File: config.mk
export PLATFORM = sky130hd
export DESIGN_NAME = keypad_scanner_fifo
export DESIGN_NICKNAME = d
export VERILOG_FILES = /design/src/rtl/keypad_pkg.sv /design/src/rtl/keymap_ascii.sv /design/src/rtl/keypad_scanner_fifo.sv
export SDC_FILE = /design/constraint.sdc
export NUM_CORES = 1
export LEC_CHECK = 0
export CORE_MARGIN = 5
export CORE_UTILIZATION = 62
export CTS_CLUSTER_SIZE = 16
export DETAILED_ROUTE_END_ITERATION = 16
export PLACE_DENSITY = 0.9
export SYNTH_ARGS = -nofsm -noshare
export SYNTH_HDL_FRONTEND = slang
export SYNTH_SLANG_ARGS = --single-unit
File: constraint.sdc
create_clock -name clk50 -period 13.5 [get_ports clk50]
set_clock_uncertainty 0.1 [all_clocks]
set_input_delay 2.025 -clock clk50 [delete_from_list [all_inputs] [get_ports clk50]]
set_output_delay 2.025 -clock clk50 [all_outputs]
set_load 0.005 [all_outputs]
File: src/rtl/keypad_pkg.sv
// Shared types and helpers for the keypad scanner: FSM/frame-class enums,
// the fallback ASCII code, and a constant-evaluable ceil(log2) helper.
package keypad_pkg;

  typedef enum logic [1:0] {IDLE, DEB, HELD} state_e;
  typedef enum logic [1:0] {NONE, ONE, MULTI} frame_cls_e;

  localparam logic [6:0] ASCII_QMARK = 7'h3F;

  function automatic int unsigned clog2(input int unsigned v);
    int unsigned r;
    r = 0;
    while ((32'd1 << r) < v) r++;
    return r;
  endfunction

endpackage

File: src/rtl/keymap_ascii.sv
// Combinational key index -> ASCII lookup; only the 4x4 telephone layout
// has a table, every other geometry reports '?'.
module keymap_ascii
  import keypad_pkg::*;
#(
  parameter int unsigned ROWS = 4,
  parameter int unsigned COLS = 4
) (
  input  logic [clog2(ROWS*COLS)-1:0] key_code,
  output logic [6:0]                  ascii
);

  if (ROWS == 4 && COLS == 4) begin : g_4x4
    localparam logic [6:0] LUT [16] = '{
      7'h31, 7'h32, 7'h33, 7'h41,
      7'h34, 7'h35, 7'h36, 7'h42,
      7'h37, 7'h38, 7'h39, 7'h43,
      7'h2A, 7'h30, 7'h23, 7'h44
    };
    assign ascii = LUT[key_code];
  end else begin : g_other
    assign ascii = ASCII_QMARK;
  end

endmodule

File: src/rtl/keypad_scanner_fifo.sv
// Matrix keypad scanner: one-hot row drive, per-frame debounce with ghost
// rejection, optional auto-repeat, and a small event FIFO on valid/ready.
module keypad_scanner_fifo
  import keypad_pkg::*;
#(
  parameter int unsigned ROWS            = 4,
  parameter int unsigned COLS            = 4,
  parameter int unsigned CLK_HZ          = 50000000,
  parameter int unsigned SCAN_HZ         = 1000,
  parameter int unsigned DEBOUNCE_FRAMES = 4,
  parameter int unsigned REPEAT_FRAMES   = 0,
  parameter int unsigned FIFO_DEPTH      = 4
) (
  input  logic                        clk50,
  input  logic                        rst,
  input  logic [COLS-1:0]             Columna,
  output logic [ROWS-1:0]             Fila,
  output logic [clog2(ROWS*COLS)-1:0] key_code,
  output logic [6:0]                  ascii,
  output logic                        isDone,
  input  logic                        rd_ready,
  output logic                        key_held,
  output logic                        overflow
);

  localparam int unsigned N    = ROWS * COLS;
  localparam int unsigned KW   = clog2(N);
  localparam int unsigned NW   = clog2(N + 1);
  localparam int unsigned TP   = CLK_HZ / SCAN_HZ;
  localparam int unsigned TW   = clog2(TP);
  localparam int unsigned RW   = clog2(ROWS);
  localparam int unsigned MAXF = (DEBOUNCE_FRAMES > REPEAT_FRAMES) ? DEBOUNCE_FRAMES : REPEAT_FRAMES;
  localparam int unsigned CW   = clog2(MAXF + 1);
  localparam int unsigned AW   = clog2(FIFO_DEPTH);
  localparam int unsigned EW   = KW + 7;

  localparam logic [CW-1:0] DEB_N   = CW'(DEBOUNCE_FRAMES);
  localparam logic [CW-1:0] REP_N   = CW'(REPEAT_FRAMES);
  localparam logic [AW:0]   DEPTH_N = (AW+1)'(FIFO_DEPTH);

  // ---------------- scan / frame capture ----------------
  logic [TW-1:0]   tick_cnt_q, tick_cnt_d;
  logic [RW-1:0]   row_q, row_d;
  logic [ROWS-1:0] fila_q, fila_d;
  logic [COLS-1:0] col_s1_q, col_s1_d, col_s2_q, col_s2_d;
  logic [N-1:0]    acc_q, acc_d, frame_q, frame_d;
  logic            frame_vld_q, frame_vld_d;
  logic            tick;

  always_comb begin
    tick        = (tick_cnt_q == TW'(TP - 1));
    tick_cnt_d  = tick ? '0 : tick_cnt_q + TW'(1);
    col_s1_d    = Columna;
    col_s2_d    = col_s1_q;
    row_d       = row_q;
    fila_d      = fila_q;
    acc_d       = acc_q;
    frame_d     = frame_q;
    frame_vld_d = 1'b0;
    if (tick) begin
      acc_d[row_q*COLS +: COLS] = col_s2_q;
      fila_d = {fila_q[ROWS-2:0], fila_q[ROWS-1]};
      if (row_q == RW'(ROWS - 1)) begin
        row_d       = '0;
        frame_d     = acc_d;
        acc_d       = '0;
        frame_vld_d = 1'b1;
      end else begin
        row_d = row_q + RW'(1);
      end
    end
  end

  always_ff @(posedge clk50 or posedge rst) begin
    if (rst) begin
      tick_cnt_q  <= '0;
      row_q       <= '0;
      fila_q      <= ROWS'(1);
      col_s1_q    <= '0;
      col_s2_q    <= '0;
      acc_q       <= '0;
      frame_q     <= '0;
      frame_vld_q <= 1'b0;
    end else begin
      tick_cnt_q  <= tick_cnt_d;
      row_q       <= row_d;
      fila_q      <= fila_d;
      col_s1_q    <= col_s1_d;
      col_s2_q    <= col_s2_d;
      acc_q       <= acc_d;
      frame_q     <= frame_d;
      frame_vld_q <= frame_vld_d;
    end
  end

  assign Fila = fila_q;

  // ---------------- frame classification ----------------
  logic [NW-1:0] ones;
  logic [KW-1:0] one_idx;
  frame_cls_e    cls;

  always_comb begin
    ones    = '0;
    one_idx = '0;
    for (int unsigned i = 0; i < N; i++) begin
      if (frame_q[i]) begin
        ones    = ones + NW'(1);
        one_idx = KW'(i);
      end
    end
    if (ones == '0)          cls = NONE;
    else if (ones == NW'(1)) cls = ONE;
    else                     cls = MULTI;
  end

  // ---------------- debounce / repeat FSM ----------------
  state_e        state_q, state_d;
  logic [KW-1:0] cand_q, cand_d, push_key;
  logic [CW-1:0] deb_q, deb_d, rep_q, rep_d, rel_q, rel_d;
  logic          push, hit;

  always_ff @(posedge clk50 or posedge rst) begin
    if (rst) begin
      state_q <= IDLE;
      cand_q  <= '0;
      deb_q   <= '0;
      rep_q   <= '0;
      rel_q   <= '0;
    end else begin
      state_q <= state_d;
      cand_q  <= cand_d;
      deb_q   <= deb_d;
      rep_q   <= rep_d;
      rel_q   <= rel_d;
    end
  end

  always_comb begin
    state_d  = state_q;
    cand_d   = cand_q;
    deb_d    = deb_q;
    rep_d    = rep_q;
    rel_d    = rel_q;
    push     = 1'b0;
    push_key = cand_q;
    hit      = (cls == ONE) && (one_idx == cand_q);
    if (frame_vld_q) begin
      case (state_q)
        IDLE: if (cls == ONE) begin
          cand_d   = one_idx;
          push_key = one_idx;
          deb_d    = CW'(1);
          if (DEB_N == CW'(1)) begin
            push    = 1'b1;
            state_d = HELD;
            rep_d   = '0;
            rel_d   = '0;
          end else begin
            state_d = DEB;
          end
        end
        DEB: if (hit) begin
          deb_d = deb_q + CW'(1);
          if (deb_q + CW'(1) == DEB_N) begin
            push    = 1'b1;
            state_d = HELD;
            rep_d   = '0;
            rel_d   = '0;
          end
        end else begin
          state_d = IDLE;
        end
        HELD: if (hit) begin
          rel_d = '0;
          if (REPEAT_FRAMES > 0) begin
            if (rep_q + CW'(1) == REP_N) begin
              push  = 1'b1;
              rep_d = '0;
            end else begin
              rep_d = rep_q + CW'(1);
            end
          end
        end else if (cls == NONE) begin
          rel_d = rel_q + CW'(1);
          if (rel_q + CW'(1) == DEB_N) state_d = IDLE;
        end
        default: state_d = IDLE;
      endcase
    end
  end

  always_comb begin
    key_held = (state_q == HELD);
  end

  // ---------------- event FIFO ----------------
  logic [6:0]    push_ascii;
  logic [EW-1:0] mem_q [FIFO_DEPTH];
  logic [EW-1:0] mem_d [FIFO_DEPTH];
  logic [EW-1:0] head;
  logic [AW-1:0] wr_ptr_q, wr_ptr_d, rd_ptr_q, rd_ptr_d;
  logic [AW:0]   count_q, count_d;
  logic          overflow_q, overflow_d;
  logic          full, empty, pop, wr_en;

  keymap_ascii #(.ROWS(ROWS), .COLS(COLS)) u_keymap (
    .key_code (push_key),
    .ascii    (push_ascii)
  );

  always_comb begin
    full  = (count_q == DEPTH_N);
    empty = (count_q == '0);
    pop   = !empty && rd_ready;
    // a full FIFO still accepts a push when the head leaves in the same cycle
    wr_en = push && (!full || pop);
    mem_d = mem_q;
    if (wr_en) mem_d[wr_ptr_q] = {push_key, push_ascii};
    wr_ptr_d   = wr_en ? wr_ptr_q + AW'(1) : wr_ptr_q;
    rd_ptr_d   = pop ? rd_ptr_q + AW'(1) : rd_ptr_q;
    count_d    = count_q;
    if (wr_en && !pop)      count_d = count_q + (AW+1)'(1);
    else if (!wr_en && pop) count_d = count_q - (AW+1)'(1);
    overflow_d = overflow_q | (push && full && !pop);
  end

  always_ff @(posedge clk50 or posedge rst) begin
    if (rst) begin
      for (int unsigned i = 0; i < FIFO_DEPTH; i++) mem_q[i] <= '0;
      wr_ptr_q   <= '0;
      rd_ptr_q   <= '0;
      count_q    <= '0;
      overflow_q <= 1'b0;
    end else begin
      mem_q      <= mem_d;
      wr_ptr_q   <= wr_ptr_d;
      rd_ptr_q   <= rd_ptr_d;
      count_q    <= count_d;
      overflow_q <= overflow_d;
    end
  end

  assign head     = mem_q[rd_ptr_q];
  assign isDone   = !empty;
  assign key_code = empty ? '0 : head[EW-1:7];
  assign ascii    = empty ? '0 : head[6:0];
  assign overflow = overflow_q;

endmodule

==> results of run 1 <==
worst paths after layout:
path	from	end	slack (ns)	depth (start not counted)
max in group asynchronous	rst	rel_q[2]	9.98	3
worst max register to register	frame_q[0]	mem_q[12]	1.33	56
worst min register to register	col_s1_q[1]	col_s2_q[1]	0.25	0
worst min-delay path	col_s1_q[1]	col_s2_q[1]	0.25	0
min in group asynchronous	rst	mem_q[24]	1.88	2
worst max-delay path	frame_q[0]	mem_q[12]	1.33	56
report_power, final:
group          internal, mW  switching [mW]  total [mW]
clock network         0.294           0.173       0.468
logic                0.0310          0.0250      0.0560
registers             0.390          0.0271       0.417
logic make-up (layout without fill, tap and decap cells):
group / Yosys count / count (layout) / share of synthesized area [%]
xor+xnor: 72 / 72 / 9.71
simple gates: 273 / 273 / 17.9
compound gates: 150 / 150 / 11.5
buf+inv: 66 / 87 / 3.58
mux: 67 / 67 / 10.9
fa+ha+maj: 38 / 38 / 6.12
flops: 127 / 127 / 40.3
metal layers:
metal	wire length [µm]	vias to the layer above
li1	-	2803
met1	7600	2939
met2	8780	239
met3	946	51
met4	518	0
met5	0	-
critical path: cells and delay by family (launching register included):
| kind | cells | cell delay [ns] |
|---|---|---|
| fa+ha+maj | 15 | 4.19 |
| simple gates | 21 | 3.75 |
| compound gates | 11 | 1.83 |
| mux | 4 | 1.24 |
| flops | 1 | 0.37 |
| buf+inv | 4 | 0.34 |
| xor+xnor | 1 | 0.20 |
cells in the mapped netlist, types with 3 or more instances:
| master | count | area share [%] |
|---|---|---|
| nor4_1 | 7 | 0.55 |
| nand3_2 | 4 | 0.51 |
| buf_1 | 4 | 0.19 |
| xor2_1 | 26 | 2.9 |
| buf_2 | 4 | 0.25 |
| o21bai_1 | 3 | 0.29 |
| mux4_2 | 11 | 3.1 |
| or3_1 | 4 | 0.32 |
| nand2_1 | 83 | 3.9 |
| a21o_1 | 3 | 0.29 |
| clkbuf_1 | 24 | 1.1 |
| nor3_1 | 4 | 0.25 |
| nor2b_1 | 20 | 1.6 |
| and2_1 | 23 | 1.8 |
| nand3_1 | 19 | 1.2 |
| nor3b_1 | 6 | 0.57 |
| xnor3_1 | 3 | 0.86 |
| xnor2_1 | 36 | 4.0 |
| nand2b_1 | 7 | 0.55 |
| o21ai_0 | 36 | 2.3 |
| nor4b_1 | 4 | 0.44 |
| ha_1 | 37 | 5.9 |
| buf_6 | 4 | 0.57 |
| a21oi_1 | 66 | 4.2 |
| nand3b_1 | 6 | 0.57 |
| mux2_2 | 42 | 6.0 |
| a32oi_1 | 3 | 0.33 |
| mux2i_1 | 12 | 1.5 |
| and3_1 | 10 | 0.79 |
| dfrtp_1 | 126 | 40 |
| nor2_1 | 61 | 2.9 |
| o31ai_1 | 7 | 0.67 |
| o22ai_1 | 4 | 0.32 |
| a22o_1 | 3 | 0.33 |
| inv_1 | 29 | 1.4 |
registers in the layout, indices dropped and copies added (netlist names):
name	flops
Fila	4
state_q	2
col_s2_q	4
rd_ptr_q	2
cand_q	4
row_q	2
wr_ptr_q	2
rel_q	3
acc_q	16
frame_q	16
frame_vld_q	1
overflow	1
count_q	3
tick_cnt_q	16
mem_q	44
col_s1_q	4
deb_q	3
layout make-up:
type,instances,area share [%]
clock buffer,18,4.99
multi-input combinational,600,50.4
timing repair buffer,25,2.82
tap,172,2.45
clock inverter,14,1.88
inverter,30,1.31
sequential,127,36.1
==> metrics.txt, run 1 <==
# TYPE chip_impl_metric gauge
chip_impl_info{name="run_status",value="finished clean"} 1
chip_impl_metric{name="post_cts.resized_instances",unit=""} 0
chip_impl_info{name="mostFrequentLayoutCell",value="dfrtp_1"} 1
chip_impl_metric{name="clk_lat_worst_skew",unit="ns"} 0.42
chip_impl_metric{name="worst-path-max-fanout",unit=""} 9
chip_impl_info{name="cpMostUsedCell",value="ha_1"} 1
chip_impl_info{name="critPathCaptureType",value="register"} 1
chip_impl_metric{name="share_of_synthesized_area_occupied_by_flip_flops_and_latches",unit="%"} 40.3
chip_impl_metric{name="postRouteAntennaNets",unit=""} 0
chip_impl_info{name="layout.cells.most_common_list",value="126 x dfrtp_1, 83 x nand2_1, 66 x a21oi_1"} 1
chip_impl_metric{name="postLayoutCellArea",unit="µm²"} 8800
chip_impl_metric{name="ir_worst_vdd",unit="mV"} 0.103
chip_impl_metric{name="grt_antenna_before_repair",unit=""} 0
chip_impl_metric{name="finalWirelength",unit="µm"} 17800
chip_impl_metric{name="fmax",unit="MHz"} 82.1
chip_impl_metric{name="globalRouteMet1Util",unit="%"} 33.9
chip_impl_info{name="cts.root.buffer_cell",value="clkbuf_16"} 1
chip_impl_metric{name="cts_post_setup_buffers_inserted",unit=""} 0
chip_impl_metric{name="cp_data_arrival_time",unit="ns"} 12.37
chip_impl_metric{name="dp_hpwl",unit="µm"} 10900
chip_impl_metric{name="port-buffer-count",unit=""} 24
chip_impl_metric{name="grtUsageMet2",unit="%"} 41.4
chip_impl_metric{name="cts_buffer_depth",unit=""} 2
chip_impl_metric{name="drt-vias-per-instance",unit=""} 6.12
chip_impl_metric{name="worst_rel_slew_slack",unit="%"} 14.8
chip_impl_metric{name="mappedNetlistArea",unit="µm²"} 7900
chip_impl_metric{name="fin_cells",unit=""} 986
chip_impl_metric{name="tritoncts.num_buffers",unit=""} 17
chip_impl_metric{name="gp_congestion",unit=""} 0.950
chip_impl_metric{name="clk_transition_reported_paths",unit="ns"} 0.06
chip_impl_metric{name="grt.total_usage",unit="%"} 25.7
chip_impl_metric{name="layout.area.seq",unit="µm²"} 3180
chip_impl_metric{name="post_synth_inst_count",unit=""} 793
chip_impl_metric{name="first_global_vias",unit=""} 6074
chip_impl_info{name="synth-main-ff-cell",value="dfrtp_1"} 1
chip_impl_metric{name="clock_sinks",unit=""} 127
chip_impl_metric{name="post-place-cells",unit=""} 954
chip_impl_info{name="rsz0062_at_grt",value="false"} 1
chip_impl_metric{name="fillCellCount",unit=""} 806
chip_impl_metric{name="number_of_pins_exceeding_their_max_slew_limit_in_the_final_report",unit=""} 0
chip_impl_metric{name="ys.warnings.count",unit=""} 0
chip_impl_info{name="critical_path.startpoint_type",value="register"} 1
chip_impl_metric{name="post-route-util",unit="%"} 70.0
chip_impl_metric{name="postLayoutSetupSlackWorst",unit="ns"} 1.33
chip_impl_metric{name="multiInputGateArea",unit="µm²"} 4440
chip_impl_metric{name="syn_nets",unit=""} 838
chip_impl_metric{name="drt_drc_violations_left",unit=""} 0
chip_impl_metric{name="wire_length_of_the_first_global_routing_pass",unit="µm"} 30500
chip_impl_metric{name="finalCritPeriodShare",unit="%"} 90.2
chip_impl_metric{name="initial_utilization",unit="%"} 62.8
chip_impl_metric{name="design.core.area",unit="µm²"} 12600
chip_impl_metric{name="ys_async_sr_fraction",unit="%"} 100
chip_impl_metric{name="grt_start_max_net_pins",unit=""} 90
chip_impl_metric{name="grt_use_met3",unit="%"} 5.25
chip_impl_info{name="crit_type",value="reg -> reg"} 1
chip_impl_metric{name="power.density_cell_area",unit="nW/µm²"} 107
chip_impl_metric{name="max_cap_viol_count",unit=""} 0
chip_impl_metric{name="worst-endpoint-required",unit="ns"} 13.70
chip_impl_metric{name="die_width",unit="µm"} 123
chip_impl_info{name="cts_tree",value="built"} 1
chip_impl_metric{name="cp_slowest_stage_delay",unit="ns"} 0.69
chip_impl_metric{name="routed-via-count",unit=""} 6032
chip_impl_info{name="worst_path_max_delay_cell",value="or4b_2"} 1
chip_impl_metric{name="ioPinCount",unit=""} 25
chip_impl_metric{name="setup_viol",unit=""} 0
chip_impl_info{name="worstHoldPathType",value="reg -> reg"} 1
chip_impl_metric{name="dr.pass1.iters",unit=""} 5
chip_impl_metric{name="fin_worst_hold_slack",unit="ns"} 0.246
chip_impl_metric{name="grt_overflow_total",unit=""} 0
chip_impl_metric{name="synth.distinct_cells",unit=""} 74
chip_impl_metric{name="cts-htree-levels",unit=""} 4
chip_impl_metric{name="detail_route.wl_per_cell",unit="µm"} 18.1
chip_impl_metric{name="tightestPinTransition",unit="ns"} 1.26
chip_impl_metric{name="dpl_worst_slack",unit="ns"} 1.68
chip_impl_metric{name="drive_gt1_share",unit="%"} 13.5
chip_impl_metric{name="finalSetupTns",unit="ns"} 0
chip_impl_metric{name="die-area",unit="µm²"} 15100
chip_impl_metric{name="synth_enable_flop_cells",unit=""} 0
chip_impl_metric{name="cts_hold_buffers",unit=""} 0
chip_impl_metric{name="fp-row-count",unit=""} 41
chip_impl_metric{name="total_power",unit="mW"} 0.941
chip_impl_metric{name="postSynthAreaPerCell",unit="µm²"} 9.96
chip_impl_metric{name="initialDrtViolationCount",unit=""} 658
chip_impl_metric{name="die_h",unit="µm"} 123
chip_impl_metric{name="area_growth",unit="%"} 11.4
chip_impl_metric{name="p_leak",unit="nW"} 4.13
chip_impl_metric{name="timing.final.hold_violations",unit=""} 0
chip_impl_metric{name="yosys_register_bits",unit=""} 127
chip_impl_metric{name="area_after_dpl",unit="µm²"} 8190
chip_impl_metric{name="layout.nets",unit=""} 846
chip_impl_metric{name="n_antenna_cell",unit=""} 0
chip_impl_info{name="grt_max_usage_layer",value="met2"} 1
chip_impl_metric{name="fin_crit",unit="ns"} 12.17
Note: power is estimated with default switching activity, not from simulation.
==> run 2: changes to the inputs <==
CORE_UTILIZATION = 65   (was 62)
PLACE_DENSITY = 0.94   (was 0.9)
clock period = 15.8 ns   (was 13.5 ns; I/O delays follow)
==> run 2 against run 1 <==
Against the previous run: combinational power is 13% lower; largest cell class unchanged; power is 16% lower; via count is 6.4% higher; critical endpoint is now mem_q[1]; highest routed layer unchanged; clock power is 17% lower; core utilization is 3.2 points higher; global-route usage is 3.1 points higher; count of clock-buffer cells in the layout is 6 higher; wire length is 12% higher; die area is 4.2% lower; maximum frequency is 1.0% lower; first-iteration DRC count is 38% higher.
==> metrics.txt, run 2 (synthesized netlist as in run 1, its figures left out) <==
# TYPE chip_impl_metric gauge
chip_impl_metric{name="clk_lat_worst_skew",unit="ns"} 0.42
chip_impl_metric{name="drive_gt1_share",unit="%"} 13.5
chip_impl_metric{name="p_leak",unit="nW"} 4.12
chip_impl_metric{name="max_cap_viol_count",unit=""} 0
chip_impl_info{name="worst_path_max_delay_cell",value="or4b_2"} 1
chip_impl_metric{name="dr.pass1.iters",unit=""} 7
chip_impl_metric{name="cts_post_setup_buffers_inserted",unit=""} 0
chip_impl_metric{name="setup_viol",unit=""} 0
chip_impl_metric{name="postLayoutSetupSlackWorst",unit="ns"} 3.50
chip_impl_metric{name="cts_buffer_depth",unit=""} 2
chip_impl_metric{name="grt_antenna_before_repair",unit=""} 0
chip_impl_metric{name="die-area",unit="µm²"} 14500
chip_impl_metric{name="detail_route.wl_per_cell",unit="µm"} 20.7
chip_impl_metric{name="finalWirelength",unit="µm"} 19900
chip_impl_metric{name="layout.nets",unit=""} 846
chip_impl_metric{name="fin_worst_hold_slack",unit="ns"} 0.250
chip_impl_metric{name="fin_crit",unit="ns"} 12.30
chip_impl_metric{name="die_width",unit="µm"} 120
chip_impl_metric{name="fmax",unit="MHz"} 81.3
chip_impl_metric{name="first_global_vias",unit=""} 6436
chip_impl_metric{name="design.core.area",unit="µm²"} 12000
chip_impl_metric{name="dpl_worst_slack",unit="ns"} 3.80
chip_impl_metric{name="fin_cells",unit=""} 961
chip_impl_metric{name="wire_length_of_the_first_global_routing_pass",unit="µm"} 33200
chip_impl_metric{name="cp_data_arrival_time",unit="ns"} 12.50
chip_impl_metric{name="ir_worst_vdd",unit="mV"} 0.132
chip_impl_info{name="mostFrequentLayoutCell",value="dfrtp_1"} 1
chip_impl_metric{name="grt.total_usage",unit="%"} 28.8
chip_impl_metric{name="total_power",unit="mW"} 0.792
chip_impl_info{name="top_register",value="mem_q"} 1
chip_impl_metric{name="timing.final.hold_violations",unit=""} 0
chip_impl_info{name="critical_path.startpoint_type",value="register"} 1
chip_impl_info{name="run_status",value="finished clean"} 1
chip_impl_info{name="crit_type",value="reg -> reg"} 1
chip_impl_metric{name="tightestPinTransition",unit="ns"} 1.21
chip_impl_metric{name="post-place-cells",unit=""} 929
chip_impl_metric{name="fp-row-count",unit=""} 40
chip_impl_metric{name="initial_utilization",unit="%"} 66.0
chip_impl_metric{name="drt_drc_violations_left",unit=""} 0
chip_impl_metric{name="drt-vias-per-instance",unit=""} 6.68
chip_impl_metric{name="initialDrtViolationCount",unit=""} 907
chip_impl_metric{name="finalCritPeriodShare",unit="%"} 77.8
chip_impl_metric{name="critical_path_buf_inv_count",unit=""} 3
chip_impl_metric{name="postRouteAntennaNets",unit=""} 0
chip_impl_metric{name="n_antenna_cell",unit=""} 0
chip_impl_metric{name="cts-htree-levels",unit=""} 4
chip_impl_metric{name="grt_overflow_total",unit=""} 0
chip_impl_info{name="cpMostUsedCell",value="ha_1"} 1
chip_impl_info{name="critPathCaptureType",value="register"} 1
chip_impl_info{name="cts.root.buffer_cell",value="clkbuf_16"} 1
chip_impl_metric{name="dp_hpwl",unit="µm"} 11500
chip_impl_metric{name="routed-via-count",unit=""} 6417
chip_impl_metric{name="worst_rel_slew_slack",unit="%"} 18.5
chip_impl_metric{name="die_h",unit="µm"} 120
chip_impl_metric{name="postLayoutCellArea",unit="µm²"} 8760
chip_impl_metric{name="post-route-util",unit="%"} 73.2
chip_impl_metric{name="gp_congestion",unit=""} 0.936
chip_impl_metric{name="port-buffer-count",unit=""} 24
chip_impl_metric{name="largest_register_ff_count",unit=""} 44
chip_impl_info{name="rsz0062_at_grt",value="false"} 1
chip_impl_metric{name="worst-path-max-fanout",unit=""} 10
chip_impl_metric{name="cp_slowest_stage_delay",unit="ns"} 0.70
chip_impl_metric{name="fillCellCount",unit=""} 675
chip_impl_metric{name="cts_hold_buffers",unit=""} 0
chip_impl_info{name="worstHoldPathType",value="reg -> reg"} 1
chip_impl_metric{name="clk_transition_reported_paths",unit="ns"} 0.06
chip_impl_metric{name="grt_start_max_net_pins",unit=""} 73
chip_impl_metric{name="area_growth",unit="%"} 10.9
chip_impl_metric{name="finalSetupTns",unit="ns"} 0
chip_impl_info{name="cp_top_family",value="adder cells"} 1
chip_impl_info{name="cts_tree",value="built"} 1
chip_impl_info{name="layout.cells.most_common_list",value="126 x dfrtp_1, 83 x nand2_1, 66 x a21oi_1"} 1
chip_impl_metric{name="post_cts.resized_instances",unit=""} 0
chip_impl_metric{name="worst-endpoint-required",unit="ns"} 16.00
chip_impl_metric{name="tritoncts.num_buffers",unit=""} 17
chip_impl_metric{name="number_of_pins_exceeding_their_max_slew_limit_in_the_final_report",unit=""} 0
chip_impl_metric{name="ioPinCount",unit=""} 25
chip_impl_metric{name="area_after_dpl",unit="µm²"} 8160
chip_impl_metric{name="power.density_cell_area",unit="nW/µm²"} 90.4
chip_impl_metric{name="clock_sinks",unit=""} 127
-- run 2: changes by cell type in the layout (fill, tap and decap cells not counted), moves of 2 or more --
cell       change
clkinv_2       -2
bufinv_16      -2
clkbuf_8       +5
clkinv_4       -2
-- run 2: power by group --
part | internal, mW | leakage, nW | switching [mW]
combinational | 0.0266 | 2.13 | 0.0221
clock | 0.241 | 0.289 | 0.145
sequential | 0.333 | 1.71 | 0.0230
-- run 2: layout make-up --
class	instances	area (µm²)	share of cell area, %
sequential	127	3180	36.3
multi-input combinational	600	4440	50.7
inverter	30	115	1.31
clock inverter	8	77.6	0.886
tap	147	184	2.10
timing repair buffer	25	248	2.83
clock buffer	24	512	5.84
-- run 2: path summary, 6_finish.rpt --
path	start	end	slack, ns	cells after the start
max reg2reg	frame_q[1]	mem_q[1]	3.50	56
max	frame_q[1]	mem_q[1]	3.50	56
max in group asynchronous	rst	rel_q[0]	11.92	3
min	col_s1_q[1]	col_s2_q[1]	0.25	0
min in group asynchronous	rst	col_s1_q[3]	2.33	2
min reg2reg	col_s1_q[1]	col_s2_q[1]	0.25	0
-- run 2: layer usage --
metal  vias up  GRT usage [%]  part of all wire [%]
li1       2798              -                     -
met1      3098           36.1                    38
met2       407           48.0                    49
met3       114           6.17                   7.7
met4         0           13.2                   4.7
met5         -              0                     0
